**config.mk**
```make
export PLATFORM = sky130hd
export DESIGN_NAME = pipeline_ctrl_flat
export DESIGN_NICKNAME = d
export VERILOG_FILES = /design/src/rtl/pipeline_ctrl_if.sv /design/src/rtl/pipeline_ctrl.sv /design/src/flat_wrapper.sv
export SDC_FILE = /design/constraint.sdc
export NUM_CORES = 1
export LEC_CHECK = 0
export CAP_MARGIN = 5
export CORE_ASPECT_RATIO = 1.5
export CORE_MARGIN = 4
export CORE_UTILIZATION = 40
export DETAILED_ROUTE_END_ITERATION = 8
export GPL_TIMING_DRIVEN = 0
export HOLD_SLACK_MARGIN = 0.08
export PLACE_DENSITY = 0.86
export SYNTH_ARGS = -nofsm -noshare
export SYNTH_HDL_FRONTEND = slang
export SYNTH_SLANG_ARGS = --single-unit
```
**constraint.sdc**
```tcl
create_clock -name clk -period 3.9 [get_ports clk]
set_input_delay 0.78 -clock clk [delete_from_list [all_inputs] [get_ports clk]]
set_output_delay 0.78 -clock clk [all_outputs]
set_load 0.01 [all_outputs]
```
**src/rtl/pipeline_ctrl_if.sv**
```systemverilog
// pipeline_ctrl_if: hazard inputs, pipeline-register controls and status between datapath and pipeline_ctrl
interface pipeline_ctrl_if;
  logic [4:0] id_rs1;
  logic [4:0] id_rs2;
  logic       id_uses_rs2;
  logic [4:0] ex_rd;
  logic       ex_mem_read;
  logic       branch_taken;
  logic       dmem_req;
  logic       dmem_ready;
  logic       pc_write;
  logic       if_id_write;
  logic       id_ex_write;
  logic       ex_mem_write;
  logic       if_id_flush;
  logic       id_ex_bubble;
  logic       mem_wb_bubble;
  logic [1:0] state;
  logic       mem_timeout;
  modport master (
    output id_rs1, id_rs2, id_uses_rs2, ex_rd, ex_mem_read, branch_taken, dmem_req, dmem_ready,
    input  pc_write, if_id_write, id_ex_write, ex_mem_write, if_id_flush, id_ex_bubble, mem_wb_bubble,
           state, mem_timeout
  );
  modport slave (
    input  id_rs1, id_rs2, id_uses_rs2, ex_rd, ex_mem_read, branch_taken, dmem_req, dmem_ready,
    output pc_write, if_id_write, id_ex_write, ex_mem_write, if_id_flush, id_ex_bubble, mem_wb_bubble,
           state, mem_timeout
  );
endinterface

```
**src/rtl/pipeline_ctrl.sv**
```systemverilog
// pipeline_ctrl: 5-stage hazard/stall controller with memory-wait timeout; PIPELINE_CTRL_PERF_CNT_EN enables stall/flush counters
module pipeline_ctrl #(
  parameter int TIMEOUT = 64,
  parameter int CNT_W   = 16
) (
  input  logic             clk,
  input  logic             rst_n,
  pipeline_ctrl_if.slave   bus,
  output logic [CNT_W-1:0] stall_cnt,
  output logic [CNT_W-1:0] flush_cnt
);
  typedef enum logic [1:0] {RUN = 2'b00, MEM_WAIT = 2'b01, ERROR = 2'b10} state_t;
  // ctl bits: {pc_write, if_id_write, id_ex_write, ex_mem_write, if_id_flush, id_ex_bubble, mem_wb_bubble}
  localparam logic [6:0] GO       = 7'b1111000;
  localparam logic [6:0] FREEZE   = 7'b0000001;
  localparam logic [6:0] BR_FLUSH = 7'b1111110;
  localparam logic [6:0] LU_STALL = 7'b0011010;
  localparam logic [7:0] WAIT_MAX = 8'(TIMEOUT - 1);
  state_t     state_q, state_d;
  logic [7:0] wait_q, wait_d;
  logic [6:0] ctl;
  logic       load_use, mem_stall;
  assign mem_stall = bus.dmem_req && !bus.dmem_ready;
  assign load_use  = bus.ex_mem_read && bus.ex_rd != 5'd0 &&
                     (bus.ex_rd == bus.id_rs1 || (bus.id_uses_rs2 && bus.ex_rd == bus.id_rs2));
  assign {bus.pc_write, bus.if_id_write, bus.id_ex_write, bus.ex_mem_write,
          bus.if_id_flush, bus.id_ex_bubble, bus.mem_wb_bubble} = ctl;
  assign bus.state       = state_q;
  assign bus.mem_timeout = rst_n && state_q == ERROR;
  // state and wait counter registers; reset aborts any wait
  always_ff @(posedge clk) begin
    if (!rst_n) begin
      state_q <= RUN;
      wait_q  <= 8'd0;
    end else begin
      state_q <= state_d;
      wait_q  <= wait_d;
    end
  end
  // next state and pipeline controls; reset forces FREEZE whatever the state
  always_comb begin
    state_d = state_q;
    wait_d  = wait_q;
    ctl     = GO;
    case (state_q)
      RUN: begin
        ctl = mem_stall ? FREEZE : bus.branch_taken ? BR_FLUSH : load_use ? LU_STALL : GO;
        if (mem_stall) begin
          state_d = MEM_WAIT;
          wait_d  = 8'd1;
        end
      end
      MEM_WAIT: begin
        ctl = bus.dmem_ready ? GO : FREEZE;
        if (bus.dmem_ready) begin
          state_d = RUN;
          wait_d  = 8'd0;
        end else if (wait_q == WAIT_MAX) state_d = ERROR;
        else wait_d = wait_q + 8'd1;
      end
      ERROR: ctl = FREEZE;
      default: begin
        ctl     = FREEZE;
        state_d = RUN;
      end
    endcase
    if (!rst_n) ctl = FREEZE;
  end
`ifdef PIPELINE_CTRL_PERF_CNT_EN
  // saturating counters of stalled-PC cycles and front-end flushes
  always_ff @(posedge clk) begin
    if (!rst_n) begin
      stall_cnt <= '0;
      flush_cnt <= '0;
    end else begin
      if (!ctl[6] && stall_cnt != '1) stall_cnt <= stall_cnt + 1'b1;
      if (ctl[2] && flush_cnt != '1) flush_cnt <= flush_cnt + 1'b1;
    end
  end
`else
  assign stall_cnt = '0;
  assign flush_cnt = '0;
`endif
endmodule

```
**src/flat_wrapper.sv**
```systemverilog
// flat-port wrapper written by rule: the top's interface ports become plain ports
module pipeline_ctrl_flat 
#(
  parameter int TIMEOUT = 64,
  parameter int CNT_W   = 16
)
  (clk, rst_n, stall_cnt, flush_cnt, bus_id_rs1, bus_id_rs2, bus_id_uses_rs2, bus_ex_rd, bus_ex_mem_read, bus_branch_taken, bus_dmem_req, bus_dmem_ready, bus_pc_write, bus_if_id_write, bus_id_ex_write, bus_ex_mem_write, bus_if_id_flush, bus_id_ex_bubble, bus_mem_wb_bubble, bus_state, bus_mem_timeout);
  pipeline_ctrl_if bus_i ();
  input  logic clk;
  input  logic rst_n;
  output logic [CNT_W-1:0] stall_cnt;
  output logic [CNT_W-1:0] flush_cnt;
  input wire logic [$bits(bus_i.id_rs1)-1:0] bus_id_rs1;
  input wire logic [$bits(bus_i.id_rs2)-1:0] bus_id_rs2;
  input wire logic [$bits(bus_i.id_uses_rs2)-1:0] bus_id_uses_rs2;
  input wire logic [$bits(bus_i.ex_rd)-1:0] bus_ex_rd;
  input wire logic [$bits(bus_i.ex_mem_read)-1:0] bus_ex_mem_read;
  input wire logic [$bits(bus_i.branch_taken)-1:0] bus_branch_taken;
  input wire logic [$bits(bus_i.dmem_req)-1:0] bus_dmem_req;
  input wire logic [$bits(bus_i.dmem_ready)-1:0] bus_dmem_ready;
  output wire logic [$bits(bus_i.pc_write)-1:0] bus_pc_write;
  output wire logic [$bits(bus_i.if_id_write)-1:0] bus_if_id_write;
  output wire logic [$bits(bus_i.id_ex_write)-1:0] bus_id_ex_write;
  output wire logic [$bits(bus_i.ex_mem_write)-1:0] bus_ex_mem_write;
  output wire logic [$bits(bus_i.if_id_flush)-1:0] bus_if_id_flush;
  output wire logic [$bits(bus_i.id_ex_bubble)-1:0] bus_id_ex_bubble;
  output wire logic [$bits(bus_i.mem_wb_bubble)-1:0] bus_mem_wb_bubble;
  output wire logic [$bits(bus_i.state)-1:0] bus_state;
  output wire logic [$bits(bus_i.mem_timeout)-1:0] bus_mem_timeout;
  assign bus_i.id_rs1 = bus_id_rs1;
  assign bus_i.id_rs2 = bus_id_rs2;
  assign bus_i.id_uses_rs2 = bus_id_uses_rs2;
  assign bus_i.ex_rd = bus_ex_rd;
  assign bus_i.ex_mem_read = bus_ex_mem_read;
  assign bus_i.branch_taken = bus_branch_taken;
  assign bus_i.dmem_req = bus_dmem_req;
  assign bus_i.dmem_ready = bus_dmem_ready;
  assign bus_pc_write = bus_i.pc_write;
  assign bus_if_id_write = bus_i.if_id_write;
  assign bus_id_ex_write = bus_i.id_ex_write;
  assign bus_ex_mem_write = bus_i.ex_mem_write;
  assign bus_if_id_flush = bus_i.if_id_flush;
  assign bus_id_ex_bubble = bus_i.id_ex_bubble;
  assign bus_mem_wb_bubble = bus_i.mem_wb_bubble;
  assign bus_state = bus_i.state;
  assign bus_mem_timeout = bus_i.mem_timeout;
  pipeline_ctrl #(.TIMEOUT(TIMEOUT), .CNT_W(CNT_W)) u_core (.clk(clk), .rst_n(rst_n), .bus(bus_i), .stall_cnt(stall_cnt), .flush_cnt(flush_cnt));
endmodule
```
==> summary.txt <==
Clock network
  – Clock Path Buffers: 2
  – Post_cts resized: 0
  – Hold-fix buffers at CTS: 0
  – H-Tree Depth: 1
  – Clock slew at reported path FFs: 0.06 ns
  – Clock Tree Root: clkbuf_4
  – CTS Buf Count: 3
  – # clock sinks: 10
  – Clk_lat worst skew: 0.27 ns
  – CTS tree: done
  – Post-CTS setup buffer count: 0

Job
  – Total of max-cap violations: 0

Routing
  – Post-Route WL: 2590 um
  – Iteration count of the initial detailed-routing pass: 4
  – Number of vias per cell: 4.69
  – Avg WL per Cell: 12.0 um
  – Vias: 1013
  – Post-route ant nets: 0
  – DRC violations left: 0
  – Initial DRC count: 34

Die
  – Initial Util: 41.8%
  – # IOs: 64
  – Die Area: 3450 um^2
  – CORE AREA: 2450 um^2
  – Chip Height: 70.0 um
  – Die width: 49.3 um
  – Site Rows: 22

Worst setup path
  – CP delay by family, top: buffers and inverters
  – Critical Path End Type: output pin
  – Critical R2R Capture: u_core.wait_q[6]
  – Crit path required time: 3.12 ns
  – Startpoint Class: primary input
  – WP depth: 7
  – FF-to-FF setup slack: 2.13 ns
  – Critical path type: primary input to output pin
  – Crit-path max FO: 4
  – FF-to-FF Start: u_core.wait_q[0]
  – Max incr delay on CP: 0.50 ns
  – Slowest cell on crit path: clkdlybuf4s50_1
  – Top cell by count, worst path: clkdlybuf4s50_1
  – R2r worst-path depth: 5
  – Crit path buffers/inverters: 3
  – Crit path cell chain: clkdlybuf4s50_1 > xor2_1 > nor4_2 > a32oi_1 > o41a_1 > buf_4 > clkdlybuf4s50_1
  – CP arrival: 2.98 ns

Timing
  – Max Freq: 0.266 GHz
  – Final period util: 96.3%
  – Setup tns final: 0 ns
  – # setup viols final: 0
  – Final hold slack: 0.507 ns
  – Max-slew violations: 0
  – Fin crit period: 3.76 ns
  – Final Hold Vio Count: 0
  – RSZ-0062 raised after global routing: false
  – Final WS setup: 0.143 ns
  – Clock Skews: 0.00144 ns

Min path
  – Hold Path Depth: 2
  – WHS Endpoint: u_core.wait_q[7]
  – Hold Path Class: flip-flop to flip-flop
  – Hold Crit Start: u_core.wait_q[7]

Synthesis
  – Cell variety after synth: 41
  – Mean Syn Cell Area: 8.01 um^2
  – Post-Syn Instances: 128
  – Async SR Flop Fraction: 0%
  – Dominant synthesized flop cell: dfxtp_1
  – Sequential element share of the synthesized area: 19.5%
  – EDFF count, synth: 0
  – Simple-gate area share of the yosys netlist: 24.1%
  – Yosys reg bits: 10
  – Synth Area in Compound Gates: 16.7%
  – Post-synthesis mux area share: 1.95%
  – Adder-Cell Fraction of Synth Area: 1.22%
  – Ys Warns: 0
  – Largest family of logic cells by synthesized area: buffers and inverters
  – Post-Synth XOR/XNOR Area: 8.55%
  – Synth Cell Area: 1020 um^2

Final layout
  – Final nets: 217
  – Reg area: 200 um^2
  – Most common cell after layout, fill and taps aside: buf_4
  – Commonest cells after routing, fill and taps aside: 34 x buf_4, 32 x conb_1, 30 x clkdlybuf4s50_1
  – Multi-input logic area: 664 um^2
  – Fin util: 61.2%
  – Layout cells sized above 1: 22.9%
  – Antenna cells: 0
  – P&R area growth vs syn: 46.4%
  – Filler instances: 204

Global route
  – GRT Util Overall: 15.3%
  – First-pass GRT wire length: 4250 um
  – Number of global-route vias before repair: 1045
  – Largest net degree at the start of global routing: 11
  – Total gr overflow: 0
  – Antenna violations before repair: 0

Place
  – GP Congestion: 0.762
  – Setup WS pre-CTS: 0.0693 ns
  – I/O Buffers: 30
  – Post-DP HPWL: 2180 um

Power
  – LEAKAGE: 0.000668 uW
  – Pwr dens: 192 nW/um^2
  – Max IR drop VDD: 128 uV

Outcome
  – Status: finished clean
[layout make-up]
class                           count  area share [%]
Inverter                            4            1.00
Clock buffer                        3            1.50
Sequential cell                    10            13.3
Tap cell                           24            2.00
Multi-Input combinational cell    108            44.3
Timing Repair Buffer               30            20.0
Buffer                             37            17.8
[synth_stat cells (all sizes together), types with 3 or more instances]
cell type  count  area share, %
or2            3            1.8
nor2           3            1.1
nor3           7            3.9
or4            5            4.0
xor2           9            7.7
nor2b          3            1.8
a21oi          4            2.3
buf           35             25
o31ai          3            2.2
nand2          5            1.8
dfxtp         10             20
inv            4            1.5
nand3          4            2.4
nand2b         3            1.8
o21bai         3            2.2
[per-layer routing]
metal	track usage [%]	vias up	share of wire (%)	wire, um
met1	12.7	433	33	846
met5	0	-	0	0
met2	29.3	62	52	1350
met4	7.59	0	1.5	39
met3	6.61	6	14	358
li1	-	512	-	-
[worst max-delay path by stage]
| stage | from | slack (ns) | endpoint |
|---|---|---|---|
| after global routing | bus_ex_rd[0] | 0.03 | bus_pc_write |
| after CTS | bus_ex_rd[0] | 0.06 | bus_pc_write |
| after floorplan | bus_ex_rd[4] | 1.18 | bus_pc_write |
| after global placement | bus_ex_rd[0] | 0.10 | bus_pc_write |
| after detailed placement | bus_ex_rd[0] | 0.07 | bus_pc_write |
| final | bus_ex_rd[0] | 0.14 | bus_pc_write |
[kinds of logic (layout without fill, tap and decap cells)]
logic type | after synthesis | count (layout)
flip-flops | 10 | 10
other | 1 | 32
AND/OR/NAND/NOR | 40 | 40
buffers and inverters | 41 | 74
multiplexers | 2 | 2
AO/OA/AOI/OAI | 23 | 23
XOR/XNOR | 10 | 10
adder cells (fa/ha/maj) | 1 | 1
[where the power goes]
| part | internal [uW] | switching, uW |
|---|---|---|
| Combinational | 62.9 | 50.0 |
| Sequential | 104 | 1.63 |
| Clock | 35.6 | 34.4 |
| Total | 202 | 86.0 |
[tightest hold or removal path, delay by kind of cell, from the launching register on]
kind	cells	cell delay, ns
flip-flops	1	0.32
AO/OA/AOI/OAI	2	0.14
[registers in the layout, indices dropped and copies added (netlist names)]
register	cells
u_core.bus.state	2
u_core.wait_q	8
[stage by stage]
step | total power [uW] | std cells | area (um^2)
3_5_place_dp | 218 | 213 | 1470
6_report | 288 | 216 | 1500
3_3_place_gp | 215 | 213 | 1470
4_1_cts | 287 | 216 | 1490
5_1_grt | 306 | 216 | 1500
2_1_floorplan | 176 | 159 | 1140
Power figures use the tool's default switching activity.
